File: src/rtl/fmq_pkg.sv
// Shared definitions for the transducer-board command initiator: op codes,
// error codes, frame header bytes and the controller state encoding.
package fmq_pkg;

   localparam logic [2:0] OP_OFFSET  = 3'd0;
   localparam logic [2:0] OP_DIVISOR = 3'd1;
   localparam logic [2:0] OP_QUERY   = 3'd2;
   localparam logic [2:0] OP_DAC     = 3'd3;
   localparam logic [2:0] OP_RELOAD  = 3'd4;
   localparam logic [2:0] OP_VERSION = 3'd5;

   localparam logic [2:0] ERR_OK      = 3'd0;
   localparam logic [2:0] ERR_ECHO    = 3'd1;
   localparam logic [2:0] ERR_TIMEOUT = 3'd2;
   localparam logic [2:0] ERR_OP      = 3'd3;
   localparam logic [2:0] ERR_CHAN    = 3'd4;

   localparam logic [7:0] HDR_QUERY   = 8'hC0;
   localparam logic [7:0] HDR_DAC     = 8'hE0;
   localparam logic [7:0] HDR_VERSION = 8'hE8;
   localparam logic [7:0] HDR_RELOAD  = 8'hF0;

   localparam int BYTES_PER_CMD = 3;

   typedef enum logic [2:0] {
      S_IDLE       = 3'd0,
      S_LOAD       = 3'd1,
      S_SEND       = 3'd2,
      S_WAIT_ECHO  = 3'd3,
      S_WAIT_REPLY = 3'd4,
      S_FINISH     = 3'd5
   } fmq_state_e;

   // Byte 0 is the header and travels first on the wire.
   function automatic logic [7:0] frame_byte(input logic [23:0] frame, input logic [1:0] idx);
      logic [7:0] b;
      case (idx)
         2'd0:    b = frame[23:16];
         2'd1:    b = frame[15:8];
         default: b = frame[7:0];
      endcase
      return b;
   endfunction

endpackage

File: src/rtl/fmq_cmd_encode.sv
// Combinational mapping of one request onto its 3-byte command frame,
// together with the legality flags the controller acts on.
module fmq_cmd_encode
   import fmq_pkg::*;
#(
   parameter int NUM_OUTPUTS = 88
) (
   input  logic [2:0]  i_op,
   input  logic [6:0]  i_chan,
   input  logic [18:0] i_data,
   output logic [23:0] o_frame,
   output logic        o_op_illegal,
   output logic        o_chan_bad
);

   // Frame builder: header carries bit 7 set, payload bytes keep bit 7 clear.
   always_comb begin
      o_frame = 24'h000000;
      case (i_op)
         OP_OFFSET:  o_frame = {1'b1, 2'b00, i_chan[6:2], 1'b0, i_chan[1:0], i_data[11:7], 1'b0, i_data[6:0]};
         OP_DIVISOR: o_frame = {1'b1, 2'b01, i_data[18:14], 1'b0, i_data[13:7], 1'b0, i_data[6:0]};
         OP_QUERY:   o_frame = {HDR_QUERY, 16'h0000};
         OP_DAC:     o_frame = {HDR_DAC, 1'b0, 5'b00000, i_data[8:7], 1'b0, i_data[6:0]};
         OP_RELOAD:  o_frame = {HDR_RELOAD, 16'h0000};
         OP_VERSION: o_frame = {HDR_VERSION, 16'h0000};
         default:    o_frame = 24'h000000;
      endcase
   end

   assign o_op_illegal = (i_op > OP_VERSION);
   assign o_chan_bad   = (i_op == OP_OFFSET) && ({25'd0, i_chan} >= 32'(NUM_OUTPUTS));

endmodule

File: src/rtl/fmq_cmd_tx.sv
// Host-side command initiator: sends one 3-byte frame a byte at a time,
// checks every echo, optionally captures a reply byte and reports status.
module fmq_cmd_tx
   import fmq_pkg::*;
#(
   parameter int NUM_OUTPUTS = 88,
   parameter int TIMEOUT     = 50000,
   parameter int TO_WIDTH    = 16
) (
   input  logic        clk,
   input  logic        rst,
   input  logic        req_valid,
   output logic        req_ready,
   input  logic [2:0]  req_op,
   input  logic [6:0]  req_chan,
   input  logic [18:0] req_data,
   output logic [7:0]  tx_tdata,
   output logic        tx_tvalid,
   input  logic        tx_tready,
   input  logic [7:0]  rx_tdata,
   input  logic        rx_tvalid,
   output logic        rx_tready,
   output logic        busy,
   output logic        done,
   output logic [2:0]  err_code,
   output logic [7:0]  resp_data
);

   localparam logic [TO_WIDTH-1:0] TO_LAST  = TO_WIDTH'(TIMEOUT - 1);
   localparam logic [1:0]          IDX_LAST = 2'(BYTES_PER_CMD - 1);

   fmq_state_e          r_state, w_state_nxt;
   logic [2:0]          r_op;
   logic [6:0]          r_chan;
   logic [18:0]         r_data;
   logic [1:0]          r_idx, w_idx_nxt;
   logic [TO_WIDTH-1:0] r_cnt, w_cnt_nxt;
   logic [2:0]          r_err, w_err_nxt;
   logic [7:0]          r_resp, w_resp_nxt;
   logic [7:0]          r_tx_tdata;
   logic                r_tx_tvalid, r_rx_tready, r_req_ready, r_busy, r_done;
   logic [23:0]         w_frame;
   logic                w_op_illegal, w_chan_bad;
   logic                w_req_hs, w_tx_hs, w_rx_hs, w_timeout, w_has_reply;

   fmq_cmd_encode #(.NUM_OUTPUTS(NUM_OUTPUTS)) u_encode (
      .i_op         (r_op),
      .i_chan       (r_chan),
      .i_data       (r_data),
      .o_frame      (w_frame),
      .o_op_illegal (w_op_illegal),
      .o_chan_bad   (w_chan_bad)
   );

   assign w_req_hs    = r_req_ready & req_valid;
   assign w_tx_hs     = r_tx_tvalid & tx_tready;
   assign w_rx_hs     = r_rx_tready & rx_tvalid;
   assign w_timeout   = (r_cnt == TO_LAST);
   assign w_has_reply = (r_op == OP_QUERY) || (r_op == OP_VERSION);

   // Next-state logic; a byte arriving in the final timeout cycle still counts.
   always_comb begin
      w_state_nxt = r_state;
      w_idx_nxt   = r_idx;
      w_cnt_nxt   = r_cnt;
      w_err_nxt   = r_err;
      w_resp_nxt  = r_resp;
      case (r_state)
         S_IDLE: begin
            if (w_req_hs) w_state_nxt = S_LOAD;
            else          w_state_nxt = S_IDLE;
         end
         S_LOAD: begin
            if (w_op_illegal) begin
               w_err_nxt   = ERR_OP;
               w_state_nxt = S_FINISH;
            end else if (w_chan_bad) begin
               w_err_nxt   = ERR_CHAN;
               w_state_nxt = S_FINISH;
            end else begin
               w_idx_nxt   = 2'd0;
               w_state_nxt = S_SEND;
            end
         end
         S_SEND: begin
            if (w_tx_hs) begin
               w_cnt_nxt   = '0;
               w_state_nxt = S_WAIT_ECHO;
            end else begin
               w_state_nxt = S_SEND;
            end
         end
         S_WAIT_ECHO: begin
            if (w_rx_hs) begin
               if (rx_tdata != frame_byte(w_frame, r_idx)) begin
                  w_err_nxt   = ERR_ECHO;
                  w_state_nxt = S_FINISH;
               end else if (r_idx != IDX_LAST) begin
                  w_idx_nxt   = r_idx + 2'd1;
                  w_state_nxt = S_SEND;
               end else if (w_has_reply) begin
                  w_cnt_nxt   = '0;
                  w_state_nxt = S_WAIT_REPLY;
               end else begin
                  w_err_nxt   = ERR_OK;
                  w_state_nxt = S_FINISH;
               end
            end else if (w_timeout) begin
               w_err_nxt   = ERR_TIMEOUT;
               w_state_nxt = S_FINISH;
            end else begin
               w_cnt_nxt   = r_cnt + TO_WIDTH'(1);
            end
         end
         S_WAIT_REPLY: begin
            if (w_rx_hs) begin
               w_resp_nxt  = rx_tdata;
               w_err_nxt   = ERR_OK;
               w_state_nxt = S_FINISH;
            end else if (w_timeout) begin
               w_err_nxt   = ERR_TIMEOUT;
               w_state_nxt = S_FINISH;
            end else begin
               w_cnt_nxt   = r_cnt + TO_WIDTH'(1);
            end
         end
         S_FINISH: w_state_nxt = S_IDLE;
         default:  w_state_nxt = S_IDLE;
      endcase
   end

   // State, request capture and outputs registered from the next state.
   always_ff @(posedge clk or negedge rst) begin
      if (!rst) begin
         r_state     <= S_IDLE;
         r_op        <= 3'd0;
         r_chan      <= 7'd0;
         r_data      <= 19'd0;
         r_idx       <= 2'd0;
         r_cnt       <= '0;
         r_err       <= ERR_OK;
         r_resp      <= 8'h00;
         r_tx_tdata  <= 8'h00;
         r_tx_tvalid <= 1'b0;
         r_rx_tready <= 1'b0;
         r_req_ready <= 1'b0;
         r_busy      <= 1'b0;
         r_done      <= 1'b0;
      end else begin
         r_state     <= w_state_nxt;
         r_idx       <= w_idx_nxt;
         r_cnt       <= w_cnt_nxt;
         r_err       <= w_err_nxt;
         r_resp      <= w_resp_nxt;
         if (w_req_hs) begin
            r_op   <= req_op;
            r_chan <= req_chan;
            r_data <= req_data;
         end
         if (w_state_nxt == S_SEND) r_tx_tdata <= frame_byte(w_frame, w_idx_nxt);
         r_tx_tvalid <= (w_state_nxt == S_SEND);
         r_rx_tready <= (w_state_nxt == S_IDLE) || (w_state_nxt == S_WAIT_ECHO) ||
                        (w_state_nxt == S_WAIT_REPLY);
         r_req_ready <= (w_state_nxt == S_IDLE);
         r_busy      <= (w_state_nxt != S_IDLE);
         r_done      <= (w_state_nxt == S_FINISH);
      end
   end

   assign req_ready = r_req_ready;
   assign tx_tdata  = r_tx_tdata;
   assign tx_tvalid = r_tx_tvalid;
   assign rx_tready = r_rx_tready;
   assign busy      = r_busy;
   assign done      = r_done;
   assign err_code  = r_err;
   assign resp_data = r_resp;

endmodule

File: config.mk
export PLATFORM = sky130hd
export DESIGN_NAME = fmq_cmd_tx
export DESIGN_NICKNAME = d
export VERILOG_FILES = /design/src/rtl/fmq_pkg.sv /design/src/rtl/fmq_cmd_encode.sv /design/src/rtl/fmq_cmd_tx.sv
export SDC_FILE = /design/constraint.sdc
export NUM_CORES = 1
export LEC_CHECK = 0
export ABC_CLOCK_PERIOD_IN_PS = 3500
export CAP_MARGIN = 30
export CORE_MARGIN = 2
export CORE_UTILIZATION = 54
export DETAILED_ROUTE_END_ITERATION = 6
export MAX_ROUTING_LAYER = met4
export PLACE_DENSITY = 0.8
export SLEW_MARGIN = 0
export SYNTH_ARGS = -nofsm -noshare
export SYNTH_HDL_FRONTEND = slang
export SYNTH_SLANG_ARGS = --single-unit
File: constraint.sdc
create_clock -name clk -period 3.5 [get_ports clk]
set_clock_uncertainty 0.05 [all_clocks]
set_input_delay 0.7 -clock clk [delete_from_list [all_inputs] [get_ports clk]]
set_output_delay 0.7 -clock clk [all_outputs]
set_load 0.02 [all_outputs]
## Yosys cells after proc, flatten, opt, wreduce, memory -nomap -nowiden

Index checks and enable logic that the tools add are counted.
W data, S select, Z words.

- Bitwise logic cells: 3
- Multiplexer cells: 39
- Reductions and logical operators: 15
- $add $sub $neg: 2
- $lt $le $gt $ge: 2
- Equal/unequal tests: 26

Operators with widths:

| operator | number |
|---|---|
| $pmux W24 S6 | 1 |
| $mux W16 | 7 |
| $pmux W16 S3 | 1 |
| $mux W3 | 15 |
| $pmux W8 S2 | 2 |
| $eq A3 B2 Y1 const B | 6 |
| $add A16 B1 Y16 const B | 1 |
| $eq A16 B16 Y1 const B | 1 |
| $mux W8 | 2 |
| $eq A3 B3 Y1 const B | 5 |
| $pmux W3 S5 | 1 |
| $mux W2 | 5 |
| $logic_not A3 Y1 | 3 |
| $ne A3 B3 Y1 const B | 3 |
| $pmux W3 S3 | 1 |
| $reduce_bool A3 Y1 | 3 |
| $ne A4 B4 Y1 const B | 2 |
| $ne A8 B8 Y1 | 1 |
| $ge A7 B7 Y1 const B | 1 |
| $eq A3 B1 Y1 const B | 2 |
| $ne A2 B2 Y1 const B | 3 |
| $reduce_and A6 Y1 | 1 |
| $eq A2 B1 Y1 const B | 2 |
| $logic_not A2 Y1 | 2 |
| other kinds (10) | 16 |

- Output and inout bits: 24
- Word-level logic and storage cells: 101
- Input port bits: 42
- Register bits: 74

## Logic depth before layout (Yosys ltp)

Gate-level depths: netlist (run 1).

- Depth after elaboration: 12
- Mapped depth: 14
- Mapped depth without buffers: 12

## By module

Synthesis (run 1) repeated with hierarchy kept, for this count alone.

- Cell total of the unflattened synthesis: 387
- Area, all modules: 4260.3 µm²

By module, submodules not included:

| module | cells an instance | times used | seq. area each (µm²) | area each (µm²) |
|---|---|---|---|---|
| fmq_cmd_tx | 341 | 1 | 1851.8 | 3865.0 |
| fmq_cmd_encode | 46 | 1 | 0.0 | 395.4 |

## Worst setup path after synthesis (run 1)

OpenSTA, ideal clock, no wires.

- Path kind: reg2reg
- Start: reg r_idx[1]
- End: reg r_tx_tdata[3], in the netlist tx_tdata[3]
- Stages on the path, launching flop included: 12
- Library setup time: 126 ps
- Path slack: 325 ps
- Clock period less this slack: 3175 ps
- Data required time: 3324 ps
- Arrival: 2999 ps
- Buffers on the path: 0
- Path through: dfrtp_1 > inv_1 > ha_1 > or3b_1 > a211o_1 > and3_4 > nor4b_4 > nand4_4 > a2111oi_4 > nor2_2 > and3_4 > a221o_1

- Word-level cells in the longest chain between the ends: 10
- Elaborated cells between the ends (all ways): 22
- Those cells by class: add/sub: 1; eq/ne: 5; mux: 14; reduce/logical: 2

Ends and longest elaborated chain:

| what | line | text |
|---|---|---|
| from (decl) | fmq_cmd_tx.sv:36 | `logic [1:0] r_idx, w_idx_nxt;` |
| from (signal assigned) | fmq_cmd_tx.sv:151 | `r_idx <= w_idx_nxt;` |
| $eq A2 B1 Y1 / $logic_not A2 Y1 (equally long branches) | fmq_pkg.sv:37 | `case (idx)` |
| $pmux W8 S2 | fmq_pkg.sv:37 |  |
| $mux W8 | fmq_cmd_tx.sv:94 | `if (w_rx_hs) begin` |
| $mux W8 | fmq_cmd_tx.sv:68 | `case (r_state)` |
| $ne A8 B8 Y1 | fmq_cmd_tx.sv:95 | `if (rx_tdata != frame_byte(w_frame, r_idx)) begin` |
| $mux W2 * | fmq_cmd_tx.sv:95 |  |
| $mux W2 * | fmq_cmd_tx.sv:94 |  |
| $pmux W2 S2 * | fmq_cmd_tx.sv:68 |  |
| via w_idx_nxt[0] | fmq_cmd_tx.sv:36 |  |
| $eq A2 B1 Y1 / $logic_not A2 Y1 (equally long branches) | fmq_pkg.sv:37 |  |
| $pmux W8 S2 * | fmq_pkg.sv:37 |  |
| to (signal assigned) | fmq_cmd_tx.sv:160 | `if (w_state_nxt == S_SEND) r_tx_tdata <= frame_byte(w_frame, w_idx_nxt);` |
| to (decl) | fmq_cmd_tx.sv:40 | `logic [7:0] r_tx_tdata;` |

Mark *: on every way through the listed nets, which the timed path passes. The rest lies on a longest branch. The select of a mux whose other input is x is not followed.
A chain may end at the register's enable or synchronous reset.

## Final worst setup path (run 1)

- Start: reg r_idx[1]
- End: reg r_tx_tdata[5], in the netlist tx_tdata[5]

- Word-level cells in the longest chain between the ends: 10
- Elaborated cells between the ends (all ways): 22
- Those cells by class: add/sub: 1; eq/ne: 5; mux: 14; reduce/logical: 2

Ends and longest elaborated chain:

| what | line |
|---|---|
| $eq A2 B1 Y1 / $logic_not A2 Y1 (equally long branches) | fmq_pkg.sv:37 |
| $pmux W8 S2 | fmq_pkg.sv:37 |
| $mux W8 | fmq_cmd_tx.sv:94 |
| $mux W8 | fmq_cmd_tx.sv:68 |
| $ne A8 B8 Y1 | fmq_cmd_tx.sv:95 |
| $mux W2 | fmq_cmd_tx.sv:95 |
| $mux W2 | fmq_cmd_tx.sv:94 |
| $pmux W2 S2 | fmq_cmd_tx.sv:68 |
| $eq A2 B1 Y1 / $logic_not A2 Y1 (equally long branches) | fmq_pkg.sv:37 |
| $pmux W8 S2 | fmq_pkg.sv:37 |

Several ways; a longest one is shown, not always the timed one. The select of a mux whose other input is x is not followed.

==> impl_metrics.yaml, run 1 <==
status:
  status: "finished, final reports clean"
routing:
  postRouteWirelength_um: 10400
  route.detailed.vias_per_inst: 6.18
  vias: 3539
  drt_drc_violations_left: 0
  antenna_violating_nets_post_route: 0
  detailedRoute.firstPassIterationCount: 5
  detailedRoute.firstIterationViolations: 350
  post_drt_wl_per_cell_um: 18.2
timing:
  timing.final.crit_period_ps: 3430
  setup_violations: 0
  max_freq_mhz: 291
  timing.slew.headroom_pct: 51.9
  hold_viol_final: 0
  final_min_period_over_clock_period_pct: 98.1
  drv_slew: 0
  worst_slew_pin_slew_ps: 721
synth:
  synthesis.area_um2: 4090
  synth-warning-count: 0
  syn-num-nets: 441
  yosys.cell_types.count: 63
  syn-instance-count: 394
  synth_top_area_share_pct: 45.3
  number_of_flops_mapped_to_enable_cells_by_yosys: 0
  ys_ff_latch: 74
  netlist_top_cells_area: "sky130_fd_sc_hd__dfrtp_1 (45%), sky130_fd_sc_hd__mux2_2 (11%), sky130_fd_sc_hd__nor2_1 (3.2%), sky130_fd_sc_hd__xor2_1 (3.0%), sky130_fd_sc_hd__nand2_1 (2.6%)"
  most_instantiated_flip_flop_cell_in_the_synthesis_netlist: "sky130_fd_sc_hd__dfrtp_1"
  top_cell_type_by_total_area_after_synthesis: "sky130_fd_sc_hd__dfrtp_1"
  synth_sequential_area_ratio_pct: 45.3
  share_of_flip_flops_with_an_asynchronous_set_or_reset_pct: 100
  post_synth.cell_area_avg_um2: 10.4
clock_network:
  tritoncts_buffers: 9
  clock_sinks: 74
  cts_tree: "yes"
  max-clock-path-buffers: 2
  ctsHtreeMaxLevel: 3
  clock_insertion_delay_at_the_later_pin_of_the_skew_report_ps: 360
  clk_root_buffer_cell: "sky130_fd_sc_hd__clkbuf_8"
  cts_hold_buffers: 0
  clkTransAtPathRegs_ps: 80
layout:
  area_growth_pct: 25.6
  post-route-util_pct: 70.5
  finalNonFillerCells: 573
  most_common_library_cell_in_the_layout_ignoring_fill_and_taps: "sky130_fd_sc_hd__dfrtp_1"
  drive_above_1_share_pct: 20.3
  final_net_count: 516
  n_antenna_cell: 0
  layout.cells.most_common_list: "sky130_fd_sc_hd__dfrtp_1 (73), sky130_fd_sc_hd__clkdlybuf4s50_1 (64), sky130_fd_sc_hd__mux2_2 (39)"
die:
  floorplan.initialDensity_pct: 56.1
  die_height_um: 91.0
  fp-row-count: 31
  floorplan.core_area_um2: 7290
  die_area_um2: 8290
  die-width_um: 91.0
  io-pin-count: 66
global_route:
  globalRoute.totalOverflow: 0
  grt_pass1_vias: 3434
  grt_util_all_layers_pct: 26.6
  grt_first_pass_wirelength_um: 17000
  grt_antenna_before_repair: 0
  grt_start_max_net_pins: 45
hold_path:
  hold_class: "in2async"
pwr:
  design_power_total_mw: 4.42
  static-leakage-power_nw: 2.19
  max_rail_drop_vdd_uv: 410
  p_per_area_nw_per_um2: 860
worst_setup_path:
  worst-endpoint-required_ps: 3740
  worst-setup-path-type: "reg2reg"
  critPathArrivalTime_ps: 3670
  setup.worst_path.start_class: "register"
  cp-end-kind: "register"
  critPathMaxFanout: 9
placed_design:
  numPlacedInstances: 556
  place.port_buffers: 65
  hpwlAfterDp_um: 7560
  gp_routability_congestion: 0.940
run:
  drv_cap: 0
-- registers in the layout, summed over array words and instances (netlist names) --
name,count
tx_tvalid,1
r_chan,7
done,1
rx_tready,1
r_data,19
r_idx,2
req_ready,1
r_cnt,16
err_code,3
resp_data,8
r_op,3
tx_tdata,8
busy,1
r_state,3
-- cells in the mapped netlist (all sizes together), types with 6 or more instances --
library cell,count
a21oi,16
and2,13
and3,9
buf,8
clkbuf,10
dfrtp,74
inv,12
mux2,39
nand2,28
nand2b,6
nand4,15
nor2,36
o21ai,14
o22ai,6
xor2,14
-- repair_timing --
action / CTS / global route
pin swaps: 1 / 6
gates resized for setup: 0 / 12
setup buffers: 0 / 1
endpoints found under the hold margin: 0 / 0
setup endpoints to repair: 2 / 9
-- worst max-delay path: stages, from the launching register on --
cell	delay, ps
sky130_fd_sc_hd__dfrtp_1	380
sky130_fd_sc_hd__inv_1	150
sky130_fd_sc_hd__ha_2	320
sky130_fd_sc_hd__or3b_2	480
sky130_fd_sc_hd__o22ai_1	280
sky130_fd_sc_hd__o21ai_0	150
sky130_fd_sc_hd__a22oi_2	220
sky130_fd_sc_hd__and4_4	310
sky130_fd_sc_hd__a22oi_1	170
sky130_fd_sc_hd__or3_1	380
sky130_fd_sc_hd__a311oi_1	310
sky130_fd_sc_hd__a221o_1	170
-- cells by family after synthesis --
logic type	after synthesis	synth area share [%]
compound gates	76	13.7
flops	74	45.3
fa+ha+maj	5	1.53
mux	44	12.0
xor+xnor	16	3.43
buf+inv	30	3.09
simple gates	149	21.0
-- cell type report --
class                      instances  area (um2)
clock buffer                      12         155
clock inverter                     4        26.3
fill                             565        2150
inverter                          12        47.5
multi-input combinational        290        2150
sequential                        74        1850
tap                               99         124
timing repair buffer              82         786
-- metal layers --
metal	up-vias	global-route usage (%)	wire, um
met2	177	39.9	4830
met4	0	10.2	293
met3	41	4.98	786
li1	1598	-	-
met5	-	-	0
met1	1723	36.1	4520
-- where the power goes --
group	internal (mW)	leakage (nW)	switching [mW]
logic	1.06	1.18	1.22
registers	1.20	0.922	0.317
clock network	0.295	0.0924	0.326
-- through the flow --
| step | setup WS (ps) | cell area, um2 | hold slack, ps | TNS, ps |
|---|---|---|---|---|
| floorplan | 325 | 4090 | 354 | 0 |
| global placement | 113 | 4910 | 437 | 0 |
| detailed placement | 48.9 | 4910 | 442 | 0 |
| CTS | 5.58 | 5090 | 367 | 0 |
| global route | -8.78 | 5140 | 396 | -17.6 |
| finish | 65.9 | 5140 | 344 | 0 |
-- final timing paths --
check | start | endpoint | slack [ps] | cells past startpoint
worst min-delay path | rst | r_cnt[0] | 340 | 1
worst max-delay path | r_idx[1] | tx_tdata[5] | 70 | 11
min in group clk | r_data[13] | r_data[13] | 460 | 1
worst min register to register | r_data[13] | r_data[13] | 460 | 1
worst max register to register | r_idx[1] | tx_tdata[5] | 70 | 11
max in group asynchronous | rst | r_op[0] | 2360 | 2
Note: power is estimated with default switching activity, not from simulation.
==> run 2: changes to the inputs <==
==> constraint.sdc (replaced) <==
create_clock -name clk -period 3.5 [get_ports clk]
set_clock_uncertainty 0.05 [all_clocks]
set_input_delay 0.7 -clock clk [delete_from_list [all_inputs] [get_ports clk]]
set_output_delay 0.7 -clock clk [all_outputs]
set_load 0.005 [all_outputs]
==> results of run 2 <==
The final DEF is identical to that of run 1. Status: finished, final reports clean.
Among the figures that moved: total power 4.42 mW -> 4.27 mW; worst IR drop on VDD 410 uV -> 407 uV
